<file path="src/rtl/motion_update_broadcaster.sv">
// motion_update_broadcaster
//   Upstream stage of the per-cell position/velocity caches. Accepts updated
//   particle records from the motion update unit, wraps each position into
//   the periodic box, computes the destination cell, and broadcasts one
//   record per cycle to every cell cache framed by motion_update_enable.
//   After the last record, enable is held low for three cycles so that every
//   cache can commit its particle count and swap buffers. out_done then
//   pulses for one cycle.
//
// Ports
//   clk, rst              clock, synchronous active-high reset
//   in_start              one-cycle pulse that begins a pass (taken in IDLE only)
//   in_valid/in_ready     record handshake; in_last marks the final record
//   in_pos, in_vel        {z,y,x} signed fixed-point components
//   in_src_cell           {x,y,z} cell the particle came from
//   motion_update_enable  framing to the caches (high while the pass streams)
//   out_pos_data          wrapped position {z,y,x}
//   out_vel_data          velocity {z,y,x}, passed through unchanged
//   out_dst_cell          {x,y,z} destination cell, 1-based
//   out_data_valid        broadcast record valid (data outputs are zero otherwise)
//   out_particle_count    records broadcast this pass (saturating)
//   out_migrated_count    broadcast records whose cell changed (saturating)
//   out_range_error       sticky: some component was outside [-L, 2L)
//   out_done              one-cycle pulse once the pass is committed
module motion_update_broadcaster #(
    parameter int unsigned DATA_WIDTH    = 32,
    parameter int unsigned FRAC_WIDTH    = 16,
    parameter int unsigned CELL_ID_WIDTH = 4,
    parameter int unsigned CELL_NUM_X    = 4,
    parameter int unsigned CELL_NUM_Y    = 4,
    parameter int unsigned CELL_NUM_Z    = 1,
    parameter int unsigned CNT_WIDTH     = 16
) (
    input  logic                       clk,
    input  logic                       rst,
    input  logic                       in_start,
    input  logic                       in_valid,
    output logic                       in_ready,
    input  logic                       in_last,
    input  logic [3*DATA_WIDTH-1:0]    in_pos,
    input  logic [3*DATA_WIDTH-1:0]    in_vel,
    input  logic [3*CELL_ID_WIDTH-1:0] in_src_cell,
    output logic                       motion_update_enable,
    output logic [3*DATA_WIDTH-1:0]    out_pos_data,
    output logic [3*DATA_WIDTH-1:0]    out_vel_data,
    output logic [3*CELL_ID_WIDTH-1:0] out_dst_cell,
    output logic                       out_data_valid,
    output logic [CNT_WIDTH-1:0]       out_particle_count,
    output logic [CNT_WIDTH-1:0]       out_migrated_count,
    output logic                       out_range_error,
    output logic                       out_done
);

    localparam int unsigned DW  = DATA_WIDTH;
    localparam int unsigned CW  = CELL_ID_WIDTH;
    // Three guard bits so that -L and 2L are representable without overflow.
    localparam int unsigned EXT = DATA_WIDTH + 3;

    localparam logic signed [EXT-1:0] L_X = signed'(EXT'(CELL_NUM_X) << FRAC_WIDTH);
    localparam logic signed [EXT-1:0] L_Y = signed'(EXT'(CELL_NUM_Y) << FRAC_WIDTH);
    localparam logic signed [EXT-1:0] L_Z = signed'(EXT'(CELL_NUM_Z) << FRAC_WIDTH);

    typedef enum logic [2:0] {
        S_IDLE,
        S_ACTIVE,
        S_DRAIN,
        S_GUARD,
        S_DONE
    } state_t;

    // ------------------------------------------------------------------
    // Helpers
    // ------------------------------------------------------------------
    function automatic logic signed [EXT-1:0] sext(input logic [DW-1:0] p);
        return signed'({{3{p[DW-1]}}, p});
    endfunction

    function automatic logic [DW-1:0] wrap_comp(input logic [DW-1:0] p,
                                                input logic signed [EXT-1:0] l);
        logic signed [EXT-1:0] pe;
        logic signed [EXT-1:0] w;
        pe = sext(p);
        w  = pe;
        if (pe < 0) begin
            w = pe + l;
        end else if (pe >= l) begin
            w = pe - l;
        end
        return w[DW-1:0];
    endfunction

    function automatic logic out_of_range(input logic [DW-1:0] p,
                                          input logic signed [EXT-1:0] l);
        logic signed [EXT-1:0] pe;
        pe = sext(p);
        return (pe < -l) || (pe >= (l <<< 1));
    endfunction

    // Cell index from a wrapped component; only an out-of-range input can
    // land beyond the last cell, which is then pinned to the last cell.
    function automatic logic [CW-1:0] cell_idx(input logic [DW-1:0] w,
                                               input int unsigned n);
        logic [DW-1:0] sh;
        logic [CW-1:0] idx;
        sh  = (w >> FRAC_WIDTH) + DW'(1);
        idx = sh[CW-1:0];
        if (32'(idx) > n) begin
            idx = CW'(n);
        end
        return idx;
    endfunction

    // ------------------------------------------------------------------
    // State
    // ------------------------------------------------------------------
    state_t                 state_q,   state_d;
    logic [1:0]             timer_q,   timer_d;

    logic                   s1_valid_q, s1_valid_d;
    logic [3*DW-1:0]        s1_pos_q,   s1_pos_d;
    logic [3*DW-1:0]        s1_vel_q,   s1_vel_d;
    logic [3*CW-1:0]        s1_src_q,   s1_src_d;
    logic                   s1_err_q,   s1_err_d;

    logic                   s2_valid_q, s2_valid_d;
    logic [3*DW-1:0]        s2_pos_q,   s2_pos_d;
    logic [3*DW-1:0]        s2_vel_q,   s2_vel_d;
    logic [3*CW-1:0]        s2_dst_q,   s2_dst_d;
    logic                   s2_mig_q,   s2_mig_d;

    logic [CNT_WIDTH-1:0]   cnt_q,     cnt_d;
    logic [CNT_WIDTH-1:0]   mig_cnt_q, mig_cnt_d;
    logic                   err_q,     err_d;

    logic                   accept;
    logic [3*CW-1:0]        dst_cell;

    assign in_ready = (state_q == S_ACTIVE);
    assign accept   = in_valid && in_ready;

    // ------------------------------------------------------------------
    // FSM next state
    // ------------------------------------------------------------------
    always_comb begin
        state_d = state_q;
        timer_d = timer_q;
        case (state_q)
            S_IDLE: begin
                if (in_start) begin
                    state_d = S_ACTIVE;
                end
            end
            S_ACTIVE: begin
                if (accept && in_last) begin
                    state_d = S_DRAIN;
                    timer_d = '0;
                end
            end
            // Two cycles cover S1 and S2 emptying; enable drops after that.
            S_DRAIN: begin
                if (timer_q == 2'd1) begin
                    state_d = S_GUARD;
                    timer_d = '0;
                end else begin
                    timer_d = timer_q + 2'd1;
                end
            end
            S_GUARD: begin
                if (timer_q == 2'd2) begin
                    state_d = S_DONE;
                    timer_d = '0;
                end else begin
                    timer_d = timer_q + 2'd1;
                end
            end
            S_DONE: begin
                state_d = S_IDLE;
            end
            default: begin
                state_d = S_IDLE;
                timer_d = '0;
            end
        endcase
    end

    // ------------------------------------------------------------------
    // S1: wrap and range check
    // ------------------------------------------------------------------
    always_comb begin
        s1_valid_d = accept;
        s1_pos_d   = '0;
        s1_vel_d   = '0;
        s1_src_d   = '0;
        s1_err_d   = 1'b0;
        if (accept) begin
            s1_pos_d[DW-1:0]      = wrap_comp(in_pos[DW-1:0],      L_X);
            s1_pos_d[2*DW-1:DW]   = wrap_comp(in_pos[2*DW-1:DW],   L_Y);
            s1_pos_d[3*DW-1:2*DW] = wrap_comp(in_pos[3*DW-1:2*DW], L_Z);
            s1_vel_d = in_vel;
            s1_src_d = in_src_cell;
            s1_err_d = out_of_range(in_pos[DW-1:0],      L_X)
                     | out_of_range(in_pos[2*DW-1:DW],   L_Y)
                     | out_of_range(in_pos[3*DW-1:2*DW], L_Z);
        end
    end

    // ------------------------------------------------------------------
    // S2: destination cell and migration compare
    // ------------------------------------------------------------------
    always_comb begin
        dst_cell = '0;
        dst_cell[3*CW-1:2*CW] = cell_idx(s1_pos_q[DW-1:0],      CELL_NUM_X);
        dst_cell[2*CW-1:CW]   = cell_idx(s1_pos_q[2*DW-1:DW],   CELL_NUM_Y);
        dst_cell[CW-1:0]      = cell_idx(s1_pos_q[3*DW-1:2*DW], CELL_NUM_Z);

        s2_valid_d = s1_valid_q;
        s2_pos_d   = '0;
        s2_vel_d   = '0;
        s2_dst_d   = '0;
        s2_mig_d   = 1'b0;
        if (s1_valid_q) begin
            s2_pos_d = s1_pos_q;
            s2_vel_d = s1_vel_q;
            s2_dst_d = dst_cell;
            s2_mig_d = (dst_cell != s1_src_q);
        end
    end

    // ------------------------------------------------------------------
    // Statistics
    // ------------------------------------------------------------------
    always_comb begin
        cnt_d     = cnt_q;
        mig_cnt_d = mig_cnt_q;
        err_d     = err_q | (s1_valid_q & s1_err_q);
        if (state_q == S_IDLE && in_start) begin
            cnt_d     = '0;
            mig_cnt_d = '0;
            err_d     = 1'b0;
        end else if (s2_valid_q) begin
            if (cnt_q != '1) begin
                cnt_d = cnt_q + CNT_WIDTH'(1);
            end
            if (s2_mig_q && mig_cnt_q != '1) begin
                mig_cnt_d = mig_cnt_q + CNT_WIDTH'(1);
            end
        end
    end

    // ------------------------------------------------------------------
    // Registers
    // ------------------------------------------------------------------
    always_ff @(posedge clk) begin
        if (rst) begin
            state_q    <= S_IDLE;
            timer_q    <= '0;
            s1_valid_q <= 1'b0;
            s1_pos_q   <= '0;
            s1_vel_q   <= '0;
            s1_src_q   <= '0;
            s1_err_q   <= 1'b0;
            s2_valid_q <= 1'b0;
            s2_pos_q   <= '0;
            s2_vel_q   <= '0;
            s2_dst_q   <= '0;
            s2_mig_q   <= 1'b0;
            cnt_q      <= '0;
            mig_cnt_q  <= '0;
            err_q      <= 1'b0;
        end else begin
            state_q    <= state_d;
            timer_q    <= timer_d;
            s1_valid_q <= s1_valid_d;
            s1_pos_q   <= s1_pos_d;
            s1_vel_q   <= s1_vel_d;
            s1_src_q   <= s1_src_d;
            s1_err_q   <= s1_err_d;
            s2_valid_q <= s2_valid_d;
            s2_pos_q   <= s2_pos_d;
            s2_vel_q   <= s2_vel_d;
            s2_dst_q   <= s2_dst_d;
            s2_mig_q   <= s2_mig_d;
            cnt_q      <= cnt_d;
            mig_cnt_q  <= mig_cnt_d;
            err_q      <= err_d;
        end
    end

    // ------------------------------------------------------------------
    // Outputs
    // ------------------------------------------------------------------
    assign motion_update_enable = (state_q == S_ACTIVE) || (state_q == S_DRAIN);
    assign out_pos_data         = s2_pos_q;
    assign out_vel_data         = s2_vel_q;
    assign out_dst_cell         = s2_dst_q;
    assign out_data_valid       = s2_valid_q;
    assign out_particle_count   = cnt_q;
    assign out_migrated_count   = mig_cnt_q;
    assign out_range_error      = err_q;
    assign out_done             = (state_q == S_DONE);

endmodule

</file>
<file path="config.mk">
export PLATFORM = sky130hd
export DESIGN_NAME = motion_update_broadcaster
export DESIGN_NICKNAME = d
export VERILOG_FILES = /design/src/rtl/motion_update_broadcaster.sv
export SDC_FILE = /design/constraint.sdc
export NUM_CORES = 1
export LEC_CHECK = 0
export ABC_AREA = 1
export BUFFER_PORTS_ARGS = -buffer_cell sky130_fd_sc_hd__buf_2
export CAP_MARGIN = 10
export CORE_ASPECT_RATIO = 1.25
export CORE_MARGIN = 8
export CORE_UTILIZATION = 30
export CTS_BUF_LIST = sky130_fd_sc_hd__clkbuf_8
export CTS_CLUSTER_SIZE = 16
export DETAILED_ROUTE_END_ITERATION = 10
export GPL_ROUTABILITY_DRIVEN = 0
export PLACE_DENSITY = 0.47
export SLEW_MARGIN = 20
export SYNTH_ARGS = -nofsm -noshare
export SYNTH_HDL_FRONTEND = slang
export SYNTH_SLANG_ARGS = --single-unit
</file>
<file path="constraint.sdc">
create_clock -name clk -period 2.2 [get_ports clk]
set_clock_uncertainty 0.1 [all_clocks]
set_input_delay 0.44 -clock clk [delete_from_list [all_inputs] [get_ports clk]]
set_output_delay 0.44 -clock clk [all_outputs]
set_load 0.05 [all_outputs]
</file>
======== Yosys cells after proc, flatten, opt, wreduce, memory -nomap -nowiden ========
Cells that the tools add are included.
word-level totals
  bits in registers ....................... 450
  input bits .............................. 209
  output and inout port bits .............. 241
  logic and storage cells ................. 97
operators by class
  add/sub/neg operators ................... 12
  magnitude comparators ................... 15
  equality and inequality tests ........... 13
  mux-type cells .......................... 18
  bitwise gates (word level) .............. 7
  reduce and logical (&&, ||, !) cells .... 17
operators by type and width
  operator                                                                               count
  32-bit 2-to-1 mux                                                                      6
  32-bit by 1-bit less-than comparator with 1-bit output, second input constant          3
  32-bit by 20-bit adder with 32-bit output, second input constant                       2
  32-bit by 20-bit greater-or-equal comparator with 1-bit output, second input constant  2
  32-bit by 21-bit greater-or-equal comparator with 1-bit output, second input constant  2
  32-bit by 19-bit less-than comparator with 1-bit output, second input constant         2
  32-bit by 20-bit subtractor with 32-bit output, second input constant                  2
  16-bit by 1-bit adder with 16-bit output, second input constant                        2
  32-bit by 18-bit adder with 32-bit output, second input constant                       1
  32-bit by 18-bit greater-or-equal comparator with 1-bit output, second input constant  1
  32-bit by 19-bit greater-or-equal comparator with 1-bit output, second input constant  1
  32-bit by 17-bit less-than comparator with 1-bit output, second input constant         1
  16-bit inequality test, second input constant                                          2
  32-bit by 18-bit subtractor with 32-bit output, second input constant                  1
  4-bit by 1-bit adder with 4-bit output, second input constant                          3
  3-bit 2-to-1 mux                                                                       4
  4-bit 2-to-1 mux                                                                       3
  12-bit inequality test                                                                 1
  3-bit case mux with 4 select lines                                                     1
  4-bit by 3-bit > comparator with 1-bit output, second input constant                   2
  2-bit case mux with 4 select lines                                                     1
  2-bit OR reduction                                                                     4
  3-bit by 2-bit equality test with 1-bit output, second input constant                  2
  2-bit 2-to-1 mux                                                                       3
  16 further kinds                                                                       30

======== Logic depth before layout (Yosys ltp) ========
  depth in word-level cells ............... 5
  depth in mapped cells ................... 13
  mapped depth without buffers ............ 13

======== Least setup slack after synthesis ========
No wires, ideal clock.
  path type ............................... reg2reg
  start ................................... reg cnt_q[0], in the netlist out_particle_count[0]
  end ..................................... reg cnt_q[13], in the netlist out_particle_count[13]
  setup time .............................. 0.070 ns
  arrival time ............................ 1.892 ns
  required time ........................... 2.030 ns
  setup slack ............................. 0.137 ns
  cell stages (with the launch flop) ...... 9
  path buffers ............................ 1
  period minus slack after synthesis ...... 2.063 ns
  cell sequence ........................... dfxtp_1 -> ha_1 -> nand3_1 -> nor2_1 -> nand3_1 -> nand2_1 -> buf_2 -> nand2_1 -> a21oi_1
between the ends
  longest elaborated chain between the ends .. 2
  elaborated cells between the ends (all ways) .. 3
  classes of those cells .................. add/sub (1); eq/ne (1); reduce/logical (1)
RTL lines
  what                                                                              line  text
  from (decl)                                                                       131   logic [CNT_WIDTH-1:0] cnt_q, cnt_d;
  from (signal assigned)                                                            283   cnt_q <= cnt_d;
  branches (longest 2 deep; another with 16-bit by 1-bit adder with 16-bit output)  n/a
Parallel ways; which one is timed is not known.
A chain may end at the register's enable or synchronous reset.

======== Final worst setup path ========
  start ................................... reg state_q[1]
  end ..................................... out in_ready
between the ends
  longest elaborated chain between the ends .. 1
RTL lines
  what                                            line  text
  from (decl)                                     116   state_t state_q, state_d;
  from (signal assigned)                          271   state_q <= state_d;
  3-bit by 1-bit equality test with 1-bit output  138   assign in_ready = (state_q == S_ACTIVE);
  to (decl)                                       38    output logic in_ready,
No other way between the ends.

==> qor.yml <==
nets: 3014
avgSynthCellArea_um2: 7.785
die_h_um: 278.4
insertion_delay_ns: 0.64
die_area_um2: 62900
timing.rr.start: "out_particle_count[1]"
fmax_mhz: 476.3
crit_fanout: 5
via_count: 14716
cts_root_buffer: "clkbuf_8"
initial_core_util_pct: 30.24
synthCells: 2123
setup.worst_path.end_class: "primary output"
grt_util_met2_pct: 29.57
period_share_pct: 95.44
ff2ff_path_depth: 9
place_area_um2: 19580
h-tree-depth: 3
hpwl_mm: 39.45
grt_use_total_pct: 16.43
p_per_area_nw_per_um2: 789.3
drv_cap: 0
drc: 0
dp_cells: 3268
drtIter0Drc: 499
ff2ff_setup_slack_ns: 0.28
reg2reg_to: "out_particle_count[3]"
vias_per_cell: 4.114
yosys_warnings: 0
fin_crit_ns: 2.100
fill_cells: 5731
holdCritPathClass: "in -> reg"
yosysSeqAreaShare_pct: 54.51
maxSlewHeadroom_pct: 65.10
rsz0062_at_grt: "false"
hold_path_depth: 4
crit_path_start_kind: "flop"
grt_max_degree: 56
worstHoldStart: "in_pos[57]"
path_class: "reg -> out"
rows: 96
async_reset_ff_share_pct: 0
ys_types: 40
postRouteAntennaNets: 0
fin_ws_ns: 0.1004
cp.arrival_ns: 1.56
slew_viol_final: 0
setup_violations: 0
fin_setup_tns_ns: 0
gr-max-usage-layer: "met2"
synth_top_area_cell: "dfxtp_1"
core_area_um2: 54650
wl_per_cell_um: 14.68
cts_tree: "built"
yosys_register_bits: 450
outcome: "finished, final reports clean"
ys_top_cells_by_area: "dfxtp_1 (55%), nor2_1 (12%), inv_1 (10%), nand2_1 (6.4%), xor2_1 (3.2%)"
instances_no_fill: 3577
overflow: 0
firstDrtPassIters: 5
area_delta_synth_final_pct: 38.34
drt_wl_total_mm: 52.52
whs_ns: 0.09328
multi_input_area_um2: 5406
ys_top_cells_by_count: "nor2_1 (511), dfxtp_1 (450), inv_1 (445), nand2_1 (280), a21oi_1 (72)"
ys.flop_type: "dfxtp_1"
timing.final.hold_violations: 0
worst_pin_slew_ns: 0.5187
clk_pin_slew_ns: 0.07
synth-edff-count: 0
ir_drop_uv: 497.1
antenna_found_initial: 4
grt_pass1_vias: 15246
yosys.cell_count.top_type: "nor2_1"
design_area_um2: 22860
clock_path_buffers: 3
hold_end: "s1_pos_q[57]"
syn_area_um2: 16530
cts_sinks: 450
grt_util_met1_pct: 17.52
io_pins: 450
dp_slack_ns: 0.09507
port_buffers: 449
leakagePower_nw: 10.82
grt_pass1_wl_mm: 81.70
required_ns: 1.66
use_met3_pct: 4.245
yosysTopAreaCellShare_pct: 54.51
cts_inserted_buffers: 76
drive_gt1_share_pct: 22.01
die_w_um: 225.9
register_area_um2: 9010
[critical path, stage by stage (launching register included)]
cell and delay (ns):
dfxtp_1 0.37, nor3_4 0.22, buf_2 0.32
[logic make-up (layout without fill, tap and decap cells)]
| group | Yosys count | count (layout) | share of synthesized area (%) |
|---|---|---|---|
| other | 1 | 7 | 0.02269 |
| DFF | 450 | 450 | 54.51 |
| AOI/OAI and AO/OA | 107 | 107 | 3.452 |
| buffers and inverters | 522 | 1235 | 12.99 |
| xor gates and xnor gates | 73 | 73 | 3.869 |
| and+or+nand+nor | 950 | 950 | 23.64 |
| adders and majority gates | 20 | 20 | 1.514 |
[what timing repair did]
| action | in CTS | in global routing |
|---|---|---|
| setup endpoints to repair | 3 | 3 |
| setup buffers | 0 | 0 |
| resized for setup | 9 | 2 |
| endpoints found under the hold margin | 180 | 0 |
| hold buffers | 174 | 0 |
| pin swaps | 1 | 2 |
[state kept, by name, indices dropped and copies added, names as in the netlist]
name / count
state_q: 3
s1_valid_q: 1
out_range_error: 1
s2_mig_q: 1
s1_vel_q: 96
s1_pos_q: 96
s1_err_q: 1
out_migrated_count: 16
out_particle_count: 16
s1_src_q: 12
out_vel_data: 96
out_dst_cell: 12
out_data_valid: 1
timer_q: 2
out_pos_data: 96
[layer usage]
layer | up-vias | share of wire (%)
li1 | 7558 | -
met1 | 6650 | 39
met2 | 408 | 51
met3 | 98 | 6.3
met4 | 2 | 3.9
met5 | - | 0.023
[where the power goes]
| group | leakage [nW] | internal, mW | switching [mW] |
|---|---|---|---|
| clock network | 0.861 | 3.87 | 3.44 |
| logic | 6.33 | 0.815 | 1.30 |
| registers | 3.63 | 8.49 | 0.131 |
[per-stage QoR]
step / power, mW / utilization, %
after floorplan: 9.959 / -
after global placement: 10.61 / 35.82
after detailed placement: 10.62 / 35.82
after CTS: 18.46 / 41.81
after global routing: 19.05 / 41.84
final: 18.05 / 41.84
[placed cells by master (no fill, tap or decap), types with 8 or more instances in the layout]
cell type / count
dlygate4sd3_1: 174
buf_4: 23
clkinv_2: 11
o21ai_0: 22
xor2_1: 61
ha_1: 20
nand2_1: 278
dfxtp_1: 449
nand4_1: 30
xnor2_1: 12
clkbuf_8: 93
inv_1: 466
nor2_2: 8
buf_2: 447
buf_12: 8
nor3_1: 30
nand3_1: 69
nor2_1: 509
a21oi_1: 72
[how the worst max path moves through the flow]
stage                                from                endpoint  slack, ns  cells past startpoint
finish                         state_q[1]                in_ready       0.10                      2
detailed placement             in_pos[40]            s1_pos_q[63]        0.1                      9
global route                   state_q[2]    motion_update_enable      0.007                      4
floorplan           out_particle_count[0]  out_particle_count[13]       0.14                      8
global placement               in_pos[40]            s1_pos_q[55]       0.13                      9
CTS                            state_q[0]    motion_update_enable      -0.05                      5
[area by class of cell]
class	instances	share of cell area, %
clock buffers	93	5.598
multi-input cells	1154	23.65
inverters	450	7.409
clock inverters	39	0.9795
flip-flops and latches	450	39.41
well taps	735	4.022
repair buffers	653	18.91
diodes	3	0.03283
(Power assumes the default switching activity.)
